`config.mk`:
```
export PLATFORM = sky130hd
export DESIGN_NAME = decoder_seq_flat
export DESIGN_NICKNAME = d
export VERILOG_FILES = /design/src/rtl/decoder_pkg.sv /design/src/rtl/decoder_seq_if.sv /design/src/rtl/decoder_seq_onehot_dec.sv /design/src/rtl/decoder_seq.sv /design/src/flat_wrapper.sv
export SDC_FILE = /design/constraint.sdc
export NUM_CORES = 1
export LEC_CHECK = 0
export ABC_AREA = 0
export ABC_CLOCK_PERIOD_IN_PS = 3000
export CORE_AREA = 5 5 42 44
export DETAILED_ROUTE_END_ITERATION = 8
export DIE_AREA = 0 0 47 49
export SKIP_LAST_GASP = 1
export SLEW_MARGIN = 20
export SYNTH_ARGS = -nofsm -noshare
export SYNTH_HDL_FRONTEND = slang
export SYNTH_SLANG_ARGS = --single-unit
```
`constraint.sdc`:
```
create_clock -name clk -period 3 [get_ports clk]
set_input_delay 0.9 -clock clk [delete_from_list [all_inputs] [get_ports clk]]
set_output_delay 0.9 -clock clk [all_outputs]
set_load 0.03 [all_outputs]
```
`src/rtl/decoder_pkg.sv`:
```
// Shared definitions for the one-hot decoder/scan sequencer: mode encoding
// and a constant-foldable ceiling log2 used to size counters.
package decoder_pkg;

    typedef enum logic {
        MODE_DIRECT = 1'b0,
        MODE_SCAN   = 1'b1
    } mode_e;

    // Smallest r such that 2**r >= v (0 for v <= 1).
    function automatic int unsigned clog2(input int unsigned v);
        int unsigned r;
        r = 0;
        for (int i = 0; i < 32; i++) begin
            if ((64'(1) << i) < 64'(v)) begin
                r = 32'(i + 1);
            end
        end
        return r;
    endfunction

endpackage

```
`src/rtl/decoder_seq_if.sv`:
```
// Control/status bundle between a controller and decoder_seq.
interface decoder_seq_if #(
    parameter int unsigned SEL_W = 2
) ();
    import decoder_pkg::*;

    localparam int unsigned OUT_W = 1 << SEL_W;

    logic             en;
    mode_e            mode;
    logic             load;
    logic [SEL_W-1:0] s;
    logic [OUT_W-1:0] o;
    logic [SEL_W-1:0] idx;
    logic             wrap;

    modport master (
        output en, mode, load, s,
        input  o, idx, wrap
    );

    modport slave (
        input  en, mode, load, s,
        output o, idx, wrap
    );

endinterface

```
`src/rtl/decoder_seq_onehot_dec.sv`:
```
// Purely combinational binary-to-one-hot decode.
module onehot_dec #(
    parameter int unsigned SEL_W = 2
) (
    input  logic [SEL_W-1:0]        sel_i,
    output logic [(1 << SEL_W)-1:0] onehot_o
);

    always_comb begin
        onehot_o        = '0;
        onehot_o[sel_i] = 1'b1;
    end

endmodule

```
`src/rtl/decoder_seq.sv`:
```
// Registered N-to-2^N one-hot decoder with a dwell-timed scan sequencer.
// All state (index, dwell counter, output, wrap flag) lives here.
module decoder_seq
    import decoder_pkg::*;
#(
    parameter int unsigned SEL_W = 2,
    parameter int unsigned DWELL = 1
) (
    input  logic          clk,
    input  logic          rst,
    decoder_seq_if.slave  bus
);

    localparam int unsigned OUT_W    = 1 << SEL_W;
    localparam int unsigned CNT_W    = clog2(DWELL + 1);
    localparam logic [CNT_W-1:0] DWELL_M1 = CNT_W'(DWELL - 1);
    localparam logic [SEL_W-1:0] IDX_LAST = SEL_W'(OUT_W - 1);

    logic [SEL_W-1:0] idx_q, idx_d;
    logic [CNT_W-1:0] cnt_q, cnt_d;
    logic [OUT_W-1:0] o_q, o_d;
    logic             wrap_q, wrap_d;
    logic [OUT_W-1:0] onehot_next;

    // Decode the index being written this edge so o and idx stay aligned.
    onehot_dec #(
        .SEL_W (SEL_W)
    ) u_onehot_dec (
        .sel_i    (idx_d),
        .onehot_o (onehot_next)
    );

    // Next-state: direct load or dwell-timed advance; counter parks at 0 outside scan.
    always_comb begin
        idx_d  = idx_q;
        cnt_d  = cnt_q;
        wrap_d = 1'b0;

        if (bus.mode == MODE_DIRECT) begin
            cnt_d = '0;
            if (bus.en && bus.load) begin
                idx_d = bus.s;
            end
        end else if (bus.en) begin
            if (cnt_q == DWELL_M1) begin
                cnt_d  = '0;
                idx_d  = idx_q + SEL_W'(1);
                wrap_d = (idx_q == IDX_LAST);
            end else begin
                cnt_d = cnt_q + CNT_W'(1);
            end
        end

        o_d = bus.en ? onehot_next : '0;
    end

    always_ff @(posedge clk) begin
        if (rst) begin
            idx_q  <= '0;
            cnt_q  <= '0;
            o_q    <= '0;
            wrap_q <= 1'b0;
        end else begin
            idx_q  <= idx_d;
            cnt_q  <= cnt_d;
            o_q    <= o_d;
            wrap_q <= wrap_d;
        end
    end

    assign bus.o    = o_q;
    assign bus.idx  = idx_q;
    assign bus.wrap = wrap_q;

endmodule

```
`src/flat_wrapper.sv`:
```
// flat-port wrapper written by rule: the top's interface ports become plain ports
module decoder_seq_flat import decoder_pkg::*;
#(
    parameter int unsigned SEL_W = 2,
    parameter int unsigned DWELL = 1
)
  (clk, rst, bus_en, bus_mode, bus_load, bus_s, bus_o, bus_idx, bus_wrap);
  decoder_seq_if #(.SEL_W(SEL_W)) bus_i ();
  input  logic clk;
  input  logic rst;
  input wire logic [$bits(bus_i.en)-1:0] bus_en;
  input wire logic [$bits(bus_i.mode)-1:0] bus_mode;
  input wire logic [$bits(bus_i.load)-1:0] bus_load;
  input wire logic [$bits(bus_i.s)-1:0] bus_s;
  output wire logic [$bits(bus_i.o)-1:0] bus_o;
  output wire logic [$bits(bus_i.idx)-1:0] bus_idx;
  output wire logic [$bits(bus_i.wrap)-1:0] bus_wrap;
  assign bus_i.en = bus_en;
  assign bus_i.mode = bus_mode;
  assign bus_i.load = bus_load;
  assign bus_i.s = bus_s;
  assign bus_o = bus_i.o;
  assign bus_idx = bus_i.idx;
  assign bus_wrap = bus_i.wrap;
  decoder_seq #(.SEL_W(SEL_W), .DWELL(DWELL)) u_core (.clk(clk), .rst(rst), .bus(bus_i));
endmodule
```
Word-level counts from Yosys, hierarchy flattened

Cells that the tools add are included.

Input bits: 7
Register bits: 8
Word-level logic and storage cells: 23
Output and inout bits: 7

$add $sub $neg: 2
Reduce and logical (&&, ||, !) cells: 5
$lt $le $gt $ge: 2
Muxes and demuxes: 7
Bitwise gates (word level): 2
Eq/ne operators: 1

Operators by type and width:

| operator            | number |
|---|---|
| $mux 2              | 4 |
| $reduce_or 2->1     | 2 |
| $reduce_or 4->1     | 1 |
| $lt 2x3->1 const B  | 1 |
| $add 2x1->2 const B | 1 |
| $demux 1 s2         | 1 |
| $eq 2x2->1 const B  | 1 |
| $ge 2x1->1 const B  | 1 |
| $logic_and 1x1->1   | 2 |
| $mux 1              | 2 |
| $not 1->1           | 2 |
| $add 1x1->1 const B | 1 |

Depth between registers and ports, before layout

Gate-level depths: netlist (run 1).

Depth after elaboration: 8
Gate-level depth with buffers: 4
Gate-level depth less buffers: 3

Cells and area by module

A second synthesis (run 1) with hierarchy kept.

Cell total of the unflattened synthesis: 29
Area total of the unflattened synthesis: 314.1 um^2

By module, submodules not included:

| module      | area each (um^2) | seq. area each (um^2) | instances | cells each |
|---|---|---|---|---|
| decoder_seq | 287.8            | 140.1                 | 1         | 25 |
| onehot_dec  | 26.3             | 0.0                   | 1         | 4 |

Worst setup path after synthesis (run 1)

Ideal clock, no wire load.

Kind: input -> register
From: input port bus_en
To: register u_core.o_q[2], in the netlist u_core.bus.o[2]
Arrival: 1,626 ps
Buffers on the path: 1
Stages on the path: 4
Setup slack: 1,301 ps
Setup time: 73 ps
Data required time: 2,927 ps
Cell sequence: buf_4 -> or3b_1 -> o32a_1 -> nor3_2

Longest elaborated chain between the ends: 7
Elaborated cells between the ends (all ways): 11
Classes of those cells: order compare: 2; mux: 5; bitwise: 1; reduce/logical: 3

Ends and longest elaborated chain:

| what                                                           | RTL line                     | text |
|---|---|---|
| start: declaration                                             | flat_wrapper.sv:11           | `input wire logic [$bits(bus_i.en)-1:0] bus_en;` |
| $logic_and 1x1->1                                              | decoder_seq.sv:41            | `if (bus.en && bus.load) begin` |
| $mux 2                                                         | decoder_seq.sv:41            |  |
| $mux 2                                                         | decoder_seq.sv:39            | `if (bus.mode == MODE_DIRECT) begin` |
| $lt 2x3->1 (implied by the code) or $ge 2x1->1 (tied branches) | decoder_seq_onehot_dec.sv:11 | `onehot_o[sel_i] = 1'b1;` |
| $logic_and 1x1->1 (implied by the code)                        | decoder_seq_onehot_dec.sv:11 |  |
| $mux 1 (implied by the code)                                   | decoder_seq_onehot_dec.sv:11 |  |
| $demux 1 s2                                                    | decoder_seq_onehot_dec.sv:11 |  |
| end signal: assignment                                         | decoder_seq.sv:61            | `o_q <= '0;` |
| end signal: assignment                                         | decoder_seq.sv:66            | `o_q <= o_d;` |
| end: declaration                                               | decoder_seq.sv:21            | `logic [OUT_W-1:0] o_q, o_d;` |

Parallel ways exist; a longest one is shown, timed or not.
A chain may end at the register's enable or synchronous reset.

Worst setup path in the final report (run 1)

From: register u_core.idx_q[0], in the netlist u_core.bus.idx[0]
To: output port bus_idx[0]

RTL lines:

| what                     | RTL line           | text |
|---|---|---|
| start: declaration       | decoder_seq.sv:19  | `logic [SEL_W-1:0] idx_q, idx_d;` |
| start signal: assignment | decoder_seq.sv:64  | `idx_q <= idx_d;` |
| end: declaration         | flat_wrapper.sv:16 | `output wire logic [$bits(bus_i.idx)-1:0] bus_idx;` |

No word-level cell between the ends.

==> out/metrics.yaml, run 1 <==
status: "completed"
cts_hold_buf: 0
synth_top_area_share_pct: 41.8
grt_pass1_vias: 322
worst_pin_slew_ps: 322
drcViolationCount: 0
power.density_nw_per_um2: 477
fin_nets: 59
drtIter0Drc: 4
clk_pin_slew_ps: 60
start_kind: "flip-flop"
setup_viol_count_final: 0
slew_headroom_pct: 78.5
min_path_cells: 3
rrSetupSlack_ps: 1770
required_ps: 2100
cts_made_buffers: 3
seq_area_frac_synth_pct: 41.8
die_area_um2: 2300
boundaryPins: 14
vias: 314
worstSetupEndpointType: "output port"
finalHoldViolations: 0
ys_top_cells_by_area: "dfxtp_1 (42%), ha_1 (3.7%), mux2_1 (3.4%), mux2_2 (3.4%), a21oi_1 (3.0%)"
synth_seq_cells: 7
grtUsageTotal_pct: 8.18
irDropWorstVdd_v: 0.000182
layout.cells.non_filler: 66
post_route_cells_drive_above_1_share_pct: 12.0
synth_area_um2: 335
vias_per_cell: 4.76
clockBufferDepth: 2
path_delay_family: "buffers and inverters"
finalCriticalPeriod_ps: 2300
syn-num-nets: 42
reg2reg_from: "u_core.bus.idx[0]"
synthMostInstantiatedCell: "dfxtp_1"
r2r_end: "u_core.bus.o[3]"
period_share_pct: 76.6
yosysTopAreaCell: "dfxtp_1"
fin_worst_skew_ps: 5.99
ys.warnings.count: 0
min_from: "u_core.bus.idx[0]"
max_cap_violations: 0
placed_cells: 62
cts_tree: "built"
wl_per_cell_um: 12.0
crit_type: "reg2out"
r2r_cells: 3
finalWirelength_um: 790
cts_max_level: 1
portBuffers: 13
fp.dieW_um: 47
synth_cells: 34
synthArstFlopShare_pct: 0
cts_resized: 0
core_area_um2: 1400
clock_sink_count: 7
max_freq_mhz: 435
worst_skew_pair.late_latency_ps: 250
worstHoldEndpoint: "u_core.bus.idx[0]"
synth_flop_cell: "dfxtp_1"
cp_slowest_cell: "clkdlybuf4s50_1"
leakage_nw: 0.202
cp.buffers_inverters: 1
syn_to_final_growth_pct: 50.4
num_rows: 14
first_pass_iters: 3
crit_fanout: 6
gp_congestion: 0.704
gr-total-overflow: 0
initial_core_util_pct: 23.9
synth.distinct_cells: 25
grt_pass1_wl_mm: 1.32
synthTopCellsByCount: "dfxtp_1 (7), a21oi_1 (2), nand2_1 (2), nor3_1 (2)"
arrival_ps: 1400
rsz0062_at_grt: "false"
synth_area_per_cell_um2: 9.86
die_h_um: 49
ant_nets: 0
antenna_found_initial: 0
hpwlAfterDp_um: 618
cts_setup_buffers: 0
crit_path_max_incr_delay_ps: 710
cts_root_buffer: "clkbuf_4"
grt_max_degree: 10
synth-edff-count: 0
slew_violations: 0
min_path_type: "reg2reg"
diodes: 0
setup_tns_ps: 0
crit_chain: "clkdlybuf4s50_1"
==> worst max path at each step <==
| stage | startpoint | endpoint | depth (start not counted) |
|---|---|---|---|
| detailed placement | bus_en | u_core.bus.o[2] | 4 |
| floorplan | bus_en | u_core.bus.o[2] | 4 |
| finish | u_core.bus.idx[0] | bus_idx[0] | 1 |
| CTS | u_core.bus.idx[0] | bus_idx[0] | 1 |
| global route | u_core.bus.idx[0] | bus_idx[0] | 1 |
| global placement | bus_en | u_core.bus.o[2] | 4 |
==> cells in the final DEF, fill, tap and decap left out, drive strengths merged, types with 2 or more instances in the layout <==
cell type,count
dfxtp,7
a21oi,3
nor3,3
mux2,2
clkdlybuf4s50,13
clkbuf,4
nand2,2
==> tightest hold or removal path: cells and delay by family (launching register included) <==
| kind | cells | cell delay (ps) |
|---|---|---|
| compound gates | 2 | 160 |
| simple gates | 1 | 90 |
| flops | 1 | 360 |
==> power by group <==
group / switching (mW) / leakage (nW) / internal, mW / total (mW)
clock network: 0.0361 / 0.0150 / 0.0508 / 0.0870
registers: 0.00379 / 0.0572 / 0.0976 / 0.101
logic: 0.0265 / 0.129 / 0.0255 / 0.0520
total: 0.0664 / 0.201 / 0.174 / 0.240
==> state kept, by name, summed over array words and instances (netlist names) <==
register	cells
u_core.bus.idx	2
u_core.bus.o	4
u_core.bus.wrap	1
==> layout make-up <==
type	count	area (µm²)
Inverter	1	3.75
Tap cell	16	20.0
Sequential cell	7	140
Clock buffer	4	26.3
Timing Repair Buffer	13	130
Multi-Input combinational cell	25	184
Fill cell	154	897
==> per-layer routing <==
metal,vias up,global-route usage [%],routed length (µm)
li1,158,-,-
met1,148,9.05,315
met2,6,12.0,419
met3,2,2.58,35
met4,0,6.91,20
met5,-,0,0
==> per-stage QoR <==
step / instance area [µm²] / hold WS [ps] / setup WS, ps / power [mW] / utilization [%]
floorplan: 335 / 726 / 1300 / 0.133 / -
global placement: 478 / 663 / 720 / 0.156 / 34.1
CTS: 504 / 662 / 706 / 0.243 / 36.0
detailed placement: 478 / 651 / 720 / 0.155 / 34.1
finish: 504 / 665 / 703 / 0.240 / 36.0
global route: 504 / 697 / 656 / 0.254 / 36.0
==> kinds of logic (layout without fill, tap and decap cells) <==
group	count (synthesis)	in the layout	synth area share, %
buf+inv	2	18	3.36
flops	7	7	41.8
fa+ha+maj	1	1	3.73
mux	2	2	6.72
simple gates	12	12	21.6
compound gates	10	10	22.8
(Power assumes the default switching activity.)
==> run 2, diff against run 1 <==
--- a/config.mk
+++ b/config.mk
@@ -6,7 +6,7 @@
 export NUM_CORES = 1
 export LEC_CHECK = 0
 export ABC_AREA = 0
-export ABC_CLOCK_PERIOD_IN_PS = 3000
+export ABC_CLOCK_PERIOD_IN_PS = 2050
 export CORE_AREA = 5 5 42 44
 export DETAILED_ROUTE_END_ITERATION = 8
 export DIE_AREA = 0 0 47 49
==> constraint.sdc (replaced) <==
create_clock -name clk -period 2.05 [get_ports clk]
set_input_delay 0.615 -clock clk [delete_from_list [all_inputs] [get_ports clk]]
set_output_delay 0.615 -clock clk [all_outputs]
set_load 0.03 [all_outputs]
==> out/metrics.yaml, run 2 (synthesized netlist as in run 1, its figures left out) <==
gp_congestion: 0.782
vias: 319
syn_to_final_growth_pct: 57.8
arrival_ps: 1360
ant_nets: 0
antenna_found_initial: 0
grtUsageTotal_pct: 7.26
cp.buffers_inverters: 1
irDropWorstVdd_v: 0.000390
largest_register_ffs: 4
crit_fanout: 5
wl_per_cell_um: 11.6
period_share_pct: 96.5
fill_cells: 153
crit_path_max_incr_delay_ps: 710
rsz0062_at_grt: "false"
power.density_nw_per_um2: 667
cts_root_buffer: "clkbuf_4"
clock_sink_count: 7
drcViolationCount: 0
layout.cells.non_filler: 69
boundaryPins: 14
vias_per_cell: 4.62
final_common_cell: "clkdlybuf4s50_1"
path_delay_family: "buffers and inverters"
mostFrequentLayoutCells: "clkdlybuf4s50_1 (12), dfxtp_1 (7), clkbuf_4 (3), buf_4 (3)"
initial_core_util_pct: 23.9
start_kind: "flip-flop"
worst_skew_pair.late_latency_ps: 250
grt_max_degree: 8
cts_tree: "built"
cts_made_buffers: 3
status: "completed"
post_route_cells_drive_above_1_share_pct: 17.0
clk_pin_slew_ps: 50
gr-total-overflow: 0
fin_worst_skew_ps: 7.20
max_cap_violations: 0
die_h_um: 49
crit_type: "reg2out"
core_area_um2: 1400
finalWirelength_um: 800
required_ps: 1430
cts_max_level: 1
min_path_type: "reg2reg"
worst_pin_slew_ps: 318
slew_headroom_pct: 78.8
fin_nets: 62
max_freq_mhz: 506
die_area_um2: 2300
setup_tns_ps: 0
clockBufferDepth: 2
cts_hold_buf: 0
crit_chain: "clkdlybuf4s50_1"
cp_slowest_cell: "clkdlybuf4s50_1"
fp.dieW_um: 47
placed_cells: 65
grt_pass1_vias: 292
finalCriticalPeriod_ps: 1980
portBuffers: 13
slew_violations: 0
diodes: 0
first_pass_iters: 2
hpwlAfterDp_um: 639
drtIter0Drc: 1
grt_pass1_wl_mm: 1.19
finalHoldViolations: 0
num_rows: 14
leakage_nw: 0.231
setup_viol_count_final: 0
worstSetupEndpointType: "output port"
==> run 2: changes by cell type in the layout (fill, tap and decap cells not counted) <==
cell             previous run  this run
dlymetal6s2s_1              0         1
clkdlybuf4s50_1            13        12
buf_4                       0         3
==> run 2: final cells by class <==
cell class,instances,area [µm²],area share (%)
timing repair buffer,16,155,29.3
sequential,7,140,26.5
multi-input combinational,25,184,34.8
tap,16,20.0,3.78
clock buffer,4,26.3,4.96
inverter,1,3.75,0.709
==> run 2: worst paths after layout <==
path,from,endpoint,slack (ps),depth (start not counted)
setup / recovery,u_core.bus.idx[1],bus_idx[1],70,1
hold / removal,u_core.bus.idx[0],u_core.bus.idx[0],650,3
setup reg to reg,u_core.bus.idx[0],u_core.bus.o[3],860,3
hold reg to reg,u_core.bus.idx[0],u_core.bus.idx[0],650,3
==> run 2: worst reg2reg max path: stages, from the launching register on <==
cell	delay, ps
dfxtp_1	420
ha_1	280
o22ai_1	270
nor3_1	100
==> run 2: stage by stage <==
stage | worst slack [ps] | hold slack [ps] | total power, mW | util [%] | cell area, µm²
6_report | 72.6 | 646 | 0.353 | 37.8 | 529
5_1_grt | 34.9 | 700 | 0.375 | 37.8 | 529
4_1_cts | 34.1 | 663 | 0.359 | 37.6 | 527
3_3_place_gp | 64.1 | 653 | 0.233 | 35.7 | 500
2_1_floorplan | 636 | 684 | 0.195 | - | 335
3_5_place_dp | 94.4 | 652 | 0.232 | 35.7 | 500
==> run 2: per-layer routing <==
layer	track usage [%]	wire length, µm	share of wire [%]
met1	7.73	331	41
met2	11.3	410	51
met3	4.43	44	5.5
met4	2.76	13	1.6
met5	0	0	0
==> run 2: repair_timing <==
item                       4_1_cts  5_1_grt
setup endpoints to repair        0        1
resized for setup                0        1
setup buffers                    0        0
==> run 2: where the power goes <==
part / leakage, nW / total, mW / switching (mW) / internal (mW)
clock network: 0.0150 / 0.124 / 0.0498 / 0.0742
logic: 0.159 / 0.0806 / 0.0401 / 0.0406
registers: 0.0572 / 0.148 / 0.00551 / 0.143
total: 0.231 / 0.353 / 0.0954 / 0.258
